==> src/rtl/skin_blob_stats.sv <==
// rtl/skin_blob_stats.sv - per-frame skin bounding box and hit count behind the median filter
// Optional blob centroid via two sequential restoring dividers: define CENTROID_EN.
module skin_blob_stats #(
   parameter int H_SIZE    = 83,
   parameter int V_SIZE    = 83,
   parameter int THRESH    = 128,
   parameter int MIN_COUNT = 16
) (
   input  logic        clk,
   input  logic        rst_n,
   input  logic        ce,
   input  logic        de_in,
   input  logic        hsync_in,
   input  logic        vsync_in,
   input  logic [7:0]  pixel_in,
   output logic [6:0]  x_min,
   output logic [6:0]  x_max,
   output logic [6:0]  y_min,
   output logic [6:0]  y_max,
   output logic [12:0] hit_count,
   output logic        blob_found,
   output logic [6:0]  cx,
   output logic [6:0]  cy,
   output logic        result_valid
);
   localparam logic [6:0]  X_LAST = 7'(H_SIZE - 1);
   localparam logic [6:0]  Y_LAST = 7'(V_SIZE - 1);
   localparam logic [7:0]  THR    = 8'(THRESH);
   localparam logic [12:0] MINC   = 13'(MIN_COUNT);

`ifdef CENTROID_EN
   typedef enum logic [1:0] {WAIT_SYNC, ACCUM, DIVIDE} state_t;
`else
   typedef enum logic [1:0] {WAIT_SYNC, ACCUM} state_t;
`endif

   state_t      state_q, state_d;
   logic        vsync_q, vsync_d, de_q, de_d;
   logic [6:0]  x_q, x_d, y_q, y_d;
   logic [12:0] acc_cnt_q, acc_cnt_d;
   logic [6:0]  acc_xmin_q, acc_xmin_d, acc_xmax_q, acc_xmax_d;
   logic [6:0]  acc_ymin_q, acc_ymin_d, acc_ymax_q, acc_ymax_d;
   logic [6:0]  x_min_q, x_min_d, x_max_q, x_max_d, y_min_q, y_min_d, y_max_q, y_max_d;
   logic [12:0] hit_count_q, hit_count_d;
   logic        found_q, found_d, rv_q, rv_d;
   logic        vs_rise, de_fall, hit, pub;
   logic [6:0]  y_eff, pub_xmin, pub_xmax, pub_ymin, pub_ymax;
   logic [12:0] pub_cnt;
   logic        unused_hsync;

   assign unused_hsync = hsync_in;

`ifdef CENTROID_EN
   logic [19:0] sum_x_q, sum_x_d, sum_y_q, sum_y_d, quo_x_q, quo_x_d, quo_y_q, quo_y_d;
   logic [12:0] rem_x_q, rem_x_d, rem_y_q, rem_y_d, den_q, den_d;
   logic [4:0]  div_cnt_q, div_cnt_d;
   logic [6:0]  pend_xmin_q, pend_xmin_d, pend_xmax_q, pend_xmax_d;
   logic [6:0]  pend_ymin_q, pend_ymin_d, pend_ymax_q, pend_ymax_d;
   logic [6:0]  cx_q, cx_d, cy_q, cy_d, pub_cx, pub_cy;

   // One restoring-division bit: shift dividend MSB into remainder, subtract if it fits.
   function automatic logic [32:0] div_step(input logic [12:0] rem, input logic [19:0] quo,
                                            input logic [12:0] den);
      logic [13:0] r;
      logic [19:0] q;
      r = {rem, quo[19]};
      q = {quo[18:0], 1'b0};
      if (r >= {1'b0, den}) begin
         r    = r - {1'b0, den};
         q[0] = 1'b1;
      end
      return {r[12:0], q};
   endfunction

   assign cx = cx_q;
   assign cy = cy_q;
`else
   assign cx = '0;
   assign cy = '0;
`endif

   always_comb begin
      vs_rise = ce && vsync_in && !vsync_q;
      de_fall = ce && !de_in && de_q;
      // A pixel coinciding with the frame-end edge is the first pixel of the new frame.
      y_eff   = vs_rise ? '0 : y_q;
      hit     = ce && de_in && (pixel_in >= THR) && ((state_q != WAIT_SYNC) || vs_rise);

      state_d = state_q;
      vsync_d = ce ? vsync_in : vsync_q;
      de_d    = ce ? de_in : de_q;
      x_d = x_q;  y_d = y_q;
      acc_cnt_d = acc_cnt_q;
      acc_xmin_d = acc_xmin_q;  acc_xmax_d = acc_xmax_q;
      acc_ymin_d = acc_ymin_q;  acc_ymax_d = acc_ymax_q;
      x_min_d = x_min_q;  x_max_d = x_max_q;  y_min_d = y_min_q;  y_max_d = y_max_q;
      hit_count_d = hit_count_q;  found_d = found_q;
      pub = 1'b0;
      pub_cnt = acc_cnt_q;
      pub_xmin = acc_xmin_q;  pub_xmax = acc_xmax_q;
      pub_ymin = acc_ymin_q;  pub_ymax = acc_ymax_q;
`ifdef CENTROID_EN
      sum_x_d = sum_x_q;  sum_y_d = sum_y_q;
      quo_x_d = quo_x_q;  quo_y_d = quo_y_q;
      rem_x_d = rem_x_q;  rem_y_d = rem_y_q;
      den_d = den_q;  div_cnt_d = div_cnt_q;
      pend_xmin_d = pend_xmin_q;  pend_xmax_d = pend_xmax_q;
      pend_ymin_d = pend_ymin_q;  pend_ymax_d = pend_ymax_q;
      cx_d = cx_q;  cy_d = cy_q;
      pub_cx = '0;  pub_cy = '0;
`endif

      if (ce) begin
         if (de_in) x_d = (x_q == X_LAST) ? x_q : x_q + 7'd1;
         else if (de_q) x_d = '0;
         if (vs_rise) y_d = '0;
         else if (de_fall && (y_q != Y_LAST)) y_d = y_q + 7'd1;
      end

      if (vs_rise) begin
         acc_cnt_d = '0;
         acc_xmin_d = 7'h7F;  acc_xmax_d = '0;
         acc_ymin_d = 7'h7F;  acc_ymax_d = '0;
`ifdef CENTROID_EN
         sum_x_d = '0;  sum_y_d = '0;
`endif
      end
      if (hit) begin
         if (acc_cnt_d != 13'h1FFF) acc_cnt_d = acc_cnt_d + 13'd1;
         if (x_q < acc_xmin_d) acc_xmin_d = x_q;
         if (x_q > acc_xmax_d) acc_xmax_d = x_q;
         if (y_eff < acc_ymin_d) acc_ymin_d = y_eff;
         if (y_eff > acc_ymax_d) acc_ymax_d = y_eff;
`ifdef CENTROID_EN
         sum_x_d = sum_x_d + 20'(x_q);
         sum_y_d = sum_y_d + 20'(y_eff);
`endif
      end

      case (state_q)
         WAIT_SYNC: if (vs_rise) state_d = ACCUM;
         default: begin
`ifdef CENTROID_EN
            if (vs_rise) begin
               if (acc_cnt_q == '0) begin
                  pub = 1'b1;
                  state_d = ACCUM;
               end else begin
                  state_d = DIVIDE;
                  quo_x_d = sum_x_q;  quo_y_d = sum_y_q;
                  rem_x_d = '0;  rem_y_d = '0;
                  den_d = acc_cnt_q;  div_cnt_d = '0;
                  pend_xmin_d = acc_xmin_q;  pend_xmax_d = acc_xmax_q;
                  pend_ymin_d = acc_ymin_q;  pend_ymax_d = acc_ymax_q;
               end
            end else if ((state_q == DIVIDE) && ce) begin
               {rem_x_d, quo_x_d} = div_step(rem_x_q, quo_x_q, den_q);
               {rem_y_d, quo_y_d} = div_step(rem_y_q, quo_y_q, den_q);
               div_cnt_d = div_cnt_q + 5'd1;
               if (div_cnt_q == 5'd19) begin
                  pub = 1'b1;
                  state_d = ACCUM;
                  pub_cnt = den_q;
                  pub_xmin = pend_xmin_q;  pub_xmax = pend_xmax_q;
                  pub_ymin = pend_ymin_q;  pub_ymax = pend_ymax_q;
                  pub_cx = quo_x_d[6:0];  pub_cy = quo_y_d[6:0];
               end
            end
`else
            pub = vs_rise;
`endif
         end
      endcase

      if (pub) begin
         x_min_d = (pub_cnt != '0) ? pub_xmin : '0;
         x_max_d = (pub_cnt != '0) ? pub_xmax : '0;
         y_min_d = (pub_cnt != '0) ? pub_ymin : '0;
         y_max_d = (pub_cnt != '0) ? pub_ymax : '0;
         hit_count_d = pub_cnt;
         found_d = (pub_cnt >= MINC);
`ifdef CENTROID_EN
         cx_d = pub_cx;  cy_d = pub_cy;
`endif
      end
      rv_d = pub;
   end

   always_ff @(posedge clk or negedge rst_n) begin
      if (!rst_n) begin
         state_q <= WAIT_SYNC;  vsync_q <= 1'b0;  de_q <= 1'b0;
         x_q <= '0;  y_q <= '0;  acc_cnt_q <= '0;
         acc_xmin_q <= 7'h7F;  acc_xmax_q <= '0;  acc_ymin_q <= 7'h7F;  acc_ymax_q <= '0;
         x_min_q <= '0;  x_max_q <= '0;  y_min_q <= '0;  y_max_q <= '0;
         hit_count_q <= '0;  found_q <= 1'b0;  rv_q <= 1'b0;
`ifdef CENTROID_EN
         sum_x_q <= '0;  sum_y_q <= '0;  quo_x_q <= '0;  quo_y_q <= '0;
         rem_x_q <= '0;  rem_y_q <= '0;  den_q <= '0;  div_cnt_q <= '0;
         pend_xmin_q <= '0;  pend_xmax_q <= '0;  pend_ymin_q <= '0;  pend_ymax_q <= '0;
         cx_q <= '0;  cy_q <= '0;
`endif
      end else begin
         state_q <= state_d;  vsync_q <= vsync_d;  de_q <= de_d;
         x_q <= x_d;  y_q <= y_d;  acc_cnt_q <= acc_cnt_d;
         acc_xmin_q <= acc_xmin_d;  acc_xmax_q <= acc_xmax_d;
         acc_ymin_q <= acc_ymin_d;  acc_ymax_q <= acc_ymax_d;
         x_min_q <= x_min_d;  x_max_q <= x_max_d;  y_min_q <= y_min_d;  y_max_q <= y_max_d;
         hit_count_q <= hit_count_d;  found_q <= found_d;  rv_q <= rv_d;
`ifdef CENTROID_EN
         sum_x_q <= sum_x_d;  sum_y_q <= sum_y_d;  quo_x_q <= quo_x_d;  quo_y_q <= quo_y_d;
         rem_x_q <= rem_x_d;  rem_y_q <= rem_y_d;  den_q <= den_d;  div_cnt_q <= div_cnt_d;
         pend_xmin_q <= pend_xmin_d;  pend_xmax_q <= pend_xmax_d;
         pend_ymin_q <= pend_ymin_d;  pend_ymax_q <= pend_ymax_d;
         cx_q <= cx_d;  cy_q <= cy_d;
`endif
      end
   end

   assign x_min = x_min_q;
   assign x_max = x_max_q;
   assign y_min = y_min_q;
   assign y_max = y_max_q;
   assign hit_count = hit_count_q;
   assign blob_found = found_q;
   assign result_valid = rv_q;
endmodule

==> config.mk <==
export PLATFORM = sky130hd
export DESIGN_NAME = skin_blob_stats
export DESIGN_NICKNAME = d
export VERILOG_FILES = /design/src/rtl/skin_blob_stats.sv
export SDC_FILE = /design/constraint.sdc
export NUM_CORES = 1
export LEC_CHECK = 0
export BUFFER_PORTS_ARGS = -buffer_cell sky130_fd_sc_hd__buf_2
export CAP_MARGIN = 5
export CORE_AREA = 10 10 118 120
export DETAILED_ROUTE_END_ITERATION = 12
export DIE_AREA = 0 0 128 130
export PLACE_DENSITY_LB_ADDON = 0.15
export SLEW_MARGIN = 20
export SYNTH_ARGS = -nofsm -noshare
export SYNTH_HDL_FRONTEND = slang
export SYNTH_SLANG_ARGS = --single-unit
export TNS_END_PERCENT = 20
==> constraint.sdc <==
create_clock -name clk -period 2.7 [get_ports clk]
set_input_delay 0.54 -clock clk [delete_from_list [all_inputs] [get_ports clk]]
set_output_delay 0.54 -clock clk [all_outputs]
set_load 0.05 [all_outputs]
## Word-level counts from Yosys, hierarchy flattened

Index checks and enable logic that the tools add are counted.

- Register bits after elaboration: 101
- Input port bits: 14
- Output and inout port bits: 57
- Word-level logic and storage cells: 74

- Add/subtract/negate cells: 3
- Order comparisons: 6
- Eq/ne operators: 4
- Muxes and demuxes: 26
- Reduce and logical (&&, ||, !) cells: 18

Operators with widths:

| cell | number |
|---|---|
| $mux W7 | 22 |
| $mux W13 | 3 |
| $add A7 B1 Y7 const B | 2 |
| $gt A7 B7 Y1 | 2 |
| $lt A7 B7 Y1 | 2 |
| $add A13 B1 Y13 const B | 1 |
| $ge A13 B5 Y1 const B | 1 |
| $ne A13 B13 Y1 const B | 1 |
| $reduce_bool A13 Y1 | 1 |
| $ge A8 B8 Y1 const B | 1 |
| $logic_and A1 B1 Y1 | 8 |
| $eq A7 B7 Y1 const B | 1 |
| $ne A7 B7 Y1 const B | 1 |
| $reduce_and A2 Y1 | 2 |
| $reduce_bool A2 Y1 | 2 |
| $reduce_and A3 Y1 | 1 |
| $logic_not A1 Y1 | 2 |
| $logic_not A2 Y1 | 1 |
| $ne A2 B2 Y1 const B | 1 |
| $logic_or A1 B1 Y1 | 1 |
| $mux W1 | 1 |

## Depth between registers and ports, before layout

- Depth after elaboration: 6
- Depth in mapped cells: 14
- Mapped depth without buffers: 10

## Worst setup path before layout

OpenSTA, ideal clock, no wires.

- Path kind: input to register
- From: input port ce
- To: register acc_xmax_q[0]
- Setup time: 0.125 ns
- Data arrival time: 2.969 ns
- Required time: 2.575 ns
- Setup slack: -0.394 ns
- Stages on the path: 12
- Path buffers: 4
- Cells stage by stage: buf_2 > nand3b_1 > clkbuf_1 > clkbuf_1 > nand2_1 > ha_1 > a21o_1 > a21o_1 > a211oi_1 > or3_1 > buf_2 > mux2_2

- Word-level cells in the longest chain between the ends: 6
- Elaborated cells between the ends (all ways): 10
- Those cells by class: order compare (1); mux (3); reduce/logical (6)

RTL lines:

| what | RTL line | source |
|---|---|---|
| start: declaration | 11 | `input logic ce,` |
| $logic_and A1 B1 Y1 (2 in a row) | 83 | `vs_rise = ce && vsync_in && !vsync_q;` |
| $mux W7 | 120 | `if (vs_rise) begin` |
| $gt A7 B7 Y1 | 131 | `if (x_q > acc_xmax_d) acc_xmax_d = x_q;` |
| $mux W7 | 131 |  |
| $mux W7 * | 128 | `if (hit) begin` |
| named net acc_xmax_d[0] | 41 | `logic [6:0] acc_xmin_q, acc_xmin_d, acc_xmax_q, acc_xmax_d;` |
| end signal: assignment | 205 | `acc_xmin_q <= acc_xmin_d; acc_xmax_q <= acc_xmax_d;` |
| end: declaration | 41 |  |

The timed path passes the listed nets; every way through them passes the cells marked *.
A chain may end at the register's enable or synchronous reset.

## Worst setup path after layout

- From: register vsync_q
- To: register acc_xmin_q[2]

- Word-level cells in the longest chain between the ends: 6
- Elaborated cells between the ends (all ways): 8
- Those cells by class: order compare (1); mux (3); reduce/logical (4)

RTL lines:

| what | RTL line | source |
|---|---|---|
| start: declaration | 38 | `logic vsync_q, vsync_d, de_q, de_d;` |
| start signal: assignment | 191 | `state_q <= WAIT_SYNC; vsync_q <= 1'b0; de_q <= 1'b0;` |
| start signal: assignment | 203 | `state_q <= state_d; vsync_q <= vsync_d; de_q <= de_d;` |
| $logic_not A1 Y1 * | 83 |  |
| $logic_and A1 B1 Y1 * | 83 |  |
| $mux W7 | 120 |  |
| $lt A7 B7 Y1 | 130 | `if (x_q < acc_xmin_d) acc_xmin_d = x_q;` |
| $mux W7 | 130 |  |
| $mux W7 * | 128 |  |
| named net acc_xmin_d[2] | 41 |  |
| end signal: assignment | 205 |  |
| end: declaration | 41 |  |

Marks and branches as above.

==> summary.txt <==
Job
  – Number of maximum-capacitance violations: 0

Setup path
  – Type of destination of the critical path: flip-flop
  – Data arrival time at the worst-slack endpoint: 2700 ps
  – Worst setup SP type: flip-flop
  – Endpoint required time on the critical path: 2960 ps
  – Critical setup path kind: reg -> reg
  – Maximum fanout along the worst path: 7

Global route
  – First-pass GRT wire length: 19,100 um
  – Met2 layer usage reported by global route: 0.210
  – Met3 Track Usage GR: 0.0333
  – Initial antenna violation count: 0
  – Met1 usage: 0.198
  – All-layer global routing usage: 0.141
  – Leftover overflow at the end of global routing: 0
  – Busiest metal layer after global routing: met2
  – Maximum number of pins on one net before global-route repair: 41
  – Number of global-route vias before repair: 3,677

Detailed routing
  – Mean number of vias per cell: 5.40
  – First drt pass iteration count: 4
  – Final antenna-violating net count: 0
  – DRC errors left: 0
  – Routed wire length: 11,400 um
  – Count of routing violations after the opening detailed-route iteration: 278
  – Routed wire per std cell: 17.0 um
  – Via count: 3,626

Cells and area
  – Antenna diode count: 0
  – Top library cells by usage in the layout, fill and taps aside: 87 x sky130_fd_sc_hd__dfrtp_1, 47 x sky130_fd_sc_hd__buf_2, 34 x sky130_fd_sc_hd__nor2_1, 30 x sky130_fd_sc_hd__nand2_1, 29 x sky130_fd_sc_hd__a22o_1
  – Number of standard cells in the final layout excluding fillers: 672
  – Fraction of layout cells with a size suffix above 1: 0.250
  – Filler instances: 1,084
  – Post-route standard cell area excluding fillers: 5890 um^2
  – Area overhead of the layout relative to synthesis: 16.1%
  – Final #Nets: 558
  – Most common library cell in the layout ignoring fill and taps: sky130_fd_sc_hd__dfrtp_1

Yosys
  – Instance count of the mapped netlist: 465
  – Post-synth design cell area: 5080 um^2
  – Dominant combinational cell family by area after synthesis: compound AO/OA/AOI/OAI gates
  – Post-Synth Simple-Gate Area: 0.135
  – Compound-Gate Fraction of Synth Area: 0.138
  – Cell type with the highest aggregate area in the netlist: sky130_fd_sc_hd__dfrtp_1
  – Adder-cell area share of the yosys netlist: 0.0611
  – Number of enable flip-flop cells after synthesis: 0
  – Post-Synth XOR/XNOR Area: 0.0431
  – Sequential area share after synthesis: 0.501
  – Leading register cell type out of synthesis: sky130_fd_sc_hd__dfrtp_1
  – Count of warnings emitted by yosys: 0
  – Share of cell area taken by muxes after synthesis: 0.0651
  – Top cell type's share of synthesized area: 0.429
  – Ranking of synthesized cells by area: sky130_fd_sc_hd__dfrtp_1 43%, sky130_fd_sc_hd__dfstp_2 7.2%, sky130_fd_sc_hd__ha_1 5.9%
  – Distinct cell type count of the synthesized netlist: 56
  – Fraction of registers with async set/reset: 1.00
  – Post-synthesis sequential element count: 101
  – Post-Synthesis Mean Instance Area: 10.9 um^2

Timing
  – Count of final setup violators: 0
  – Worst clock skew: 3.74 ps
  – Final sum of negative setup slack: 0 ps
  – Worst rel slew slack: 0.650
  – Peak clock frequency supported by timing: 411 MHz
  – Slew at the pin closest to its max-slew limit: 524 ps
  – Final period util: 0.901
  – Hold Vio Cnt, Final: 0
  – Total count of max-transition violations in the final report: 0
  – Worst slack on hold paths: 176 ps
  – Setup repair after global routing missed its margin: no
  – Minimum clock period after layout: 2430 ps

Clock network
  – Post-CTS repair timing setup buffer count: 0
  – Number of H-tree branching levels: 3
  – CTS tree: built
  – Clk Latency, worst-skew pair: 340 ps
  – Number of hold buffers added after cts: 0
  – Number of buffers created by CTS: 9
  – Register clock-pin slew on the reported worst setup and hold paths: 70 ps
  – Maximum clock path buffer count: 2
  – Root buf cell: sky130_fd_sc_hd__clkbuf_16
  – Number of sinks handled by clock tree synthesis: 101
  – Post-cts resize count: 0

Placed design
  – Placed wire-length estimate after detailed placement: 8280 um
  – Number of input and output port buffers inserted: 48
  – Final Wtd Congestion: 0.856
  – Number of cells after detailed placement: 656
  – Area of placed instances: 5580 um^2

Floorplan
  – Initial Util: 0.434
  – Placeable core area: 11,700 um^2
  – Die Outline Area: 16,600 um^2
  – Ports: 71
  – Number of placement rows: 40
  – Die Ht: 130 um
  – Die X: 128 um

Power
  – Leakage: 0.00289 uW
  – VDD IR-drop max: 0.553 mV
  – P per Cell Area: 839 nW/um^2

Min path
  – Class of the tightest hold or removal check: in -> async

Status
  – Outcome: finished clean
flip-flops by register name, summed over array words and instances, names as in the netlist, 7 cells and up:
signal	flops
acc_cnt_q	13
hit_count	13
acc_xmax_q	7
acc_xmin_q	7
acc_ymax_q	7
acc_ymin_q	7
x_max	7
x_min	7
x_q	7
y_max	7
y_min	7
y_q	7
worst paths after layout:
kind | from | endpoint | slack (ps) | cells after the start
worst min register to register | acc_xmax_q[0]$_DFF_PN0_ | x_max[0]$_DFFE_PN0P_ | 480 | 1
max in group asynchronous | rst_n | acc_xmin_q[0]$_DFF_PN1_ | 1750 | 2
worst min-delay path | rst_n | hit_count[6]$_DFFE_PN0P_ | 180 | 1
worst max register to register | vsync_q$_DFFE_PN0P_ | acc_xmin_q[2]$_DFF_PN1_ | 270 | 8
min in group clk | vsync_in | vsync_q$_DFFE_PN0P_ | 470 | 2
worst max-delay path | vsync_q$_DFFE_PN0P_ | acc_xmin_q[2]$_DFF_PN1_ | 270 | 8
cell type report:
| type | count | area [um^2] | area share |
|---|---|---|---|
| multi-input cells | 322 | 2360 | 0.400 |
| repair buffers | 67 | 423 | 0.0717 |
| flip-flops and latches | 101 | 2540 | 0.432 |
| clock buffers | 13 | 270 | 0.0459 |
| clock inverters | 3 | 42.5 | 0.00722 |
| well taps | 147 | 184 | 0.0312 |
| inverters | 19 | 71.3 | 0.0121 |
power by group:
group	total, uW	switching, uW	internal, uW	leakage [uW]
clock	1340	549	794	0.000152
combinational	1550	1040	510	0.00141
sequential	2050	229	1820	0.00133
total	4950	1820	3130	0.00289
per-stage QoR:
step / setup WS, ps / util / power (uW)
after CTS: 243 / 0.503 / 4990
after global routing: 90.3 / 0.503 / 5220
after global placement: 86.6 / 0.477 / 3620
after detailed placement: 37.1 / 0.477 / 3640
final: 267 / 0.503 / 4950
after floorplan: -6.20 / - / 3250
per-layer routing:
| metal | share of wire | vias up | wire [um] |
|---|---|---|---|
| li1 | - | 1735 | - |
| met1 | 0.50 | 1822 | 5700 |
| met2 | 0.45 | 59 | 5140 |
| met3 | 0.041 | 10 | 474 |
| met4 | 0.0099 | 0 | 113 |
| met5 | 0 | - | 0 |
critical path, stage by stage (launching register included):
cell and delay [ps]:
sky130_fd_sc_hd__dfrtp_1 400, sky130_fd_sc_hd__and3b_1 450, sky130_fd_sc_hd__nor2_2 80, sky130_fd_sc_hd__ha_1 350, sky130_fd_sc_hd__a2111oi_4 320, sky130_fd_sc_hd__a211oi_2 130, sky130_fd_sc_hd__a2111oi_4 190, sky130_fd_sc_hd__buf_4 240
sky130_fd_sc_hd__mux2i_1 210
kinds of logic after synthesis:
logic type | after synthesis
simple gates | 137
flops | 101
compound gates | 90
buf+inv | 55
mux | 31
fa+ha+maj | 25
xor+xnor | 25
other cells | 1
synthesized netlist by cell type, types with 14 or more instances:
cell type and number:
sky130_fd_sc_hd__dfrtp_1 87, sky130_fd_sc_hd__nor2_1 35, sky130_fd_sc_hd__nand2_1 32, sky130_fd_sc_hd__a22o_1 29
sky130_fd_sc_hd__ha_1 24, sky130_fd_sc_hd__inv_1 19, sky130_fd_sc_hd__nand3_1 17, sky130_fd_sc_hd__a21oi_1 16
sky130_fd_sc_hd__mux2_2 16, sky130_fd_sc_hd__buf_4 15, sky130_fd_sc_hd__mux2i_1 15, sky130_fd_sc_hd__dfstp_2 14
sky130_fd_sc_hd__xor2_1 14
No activity file was read; power rests on OpenSTA's default activity.
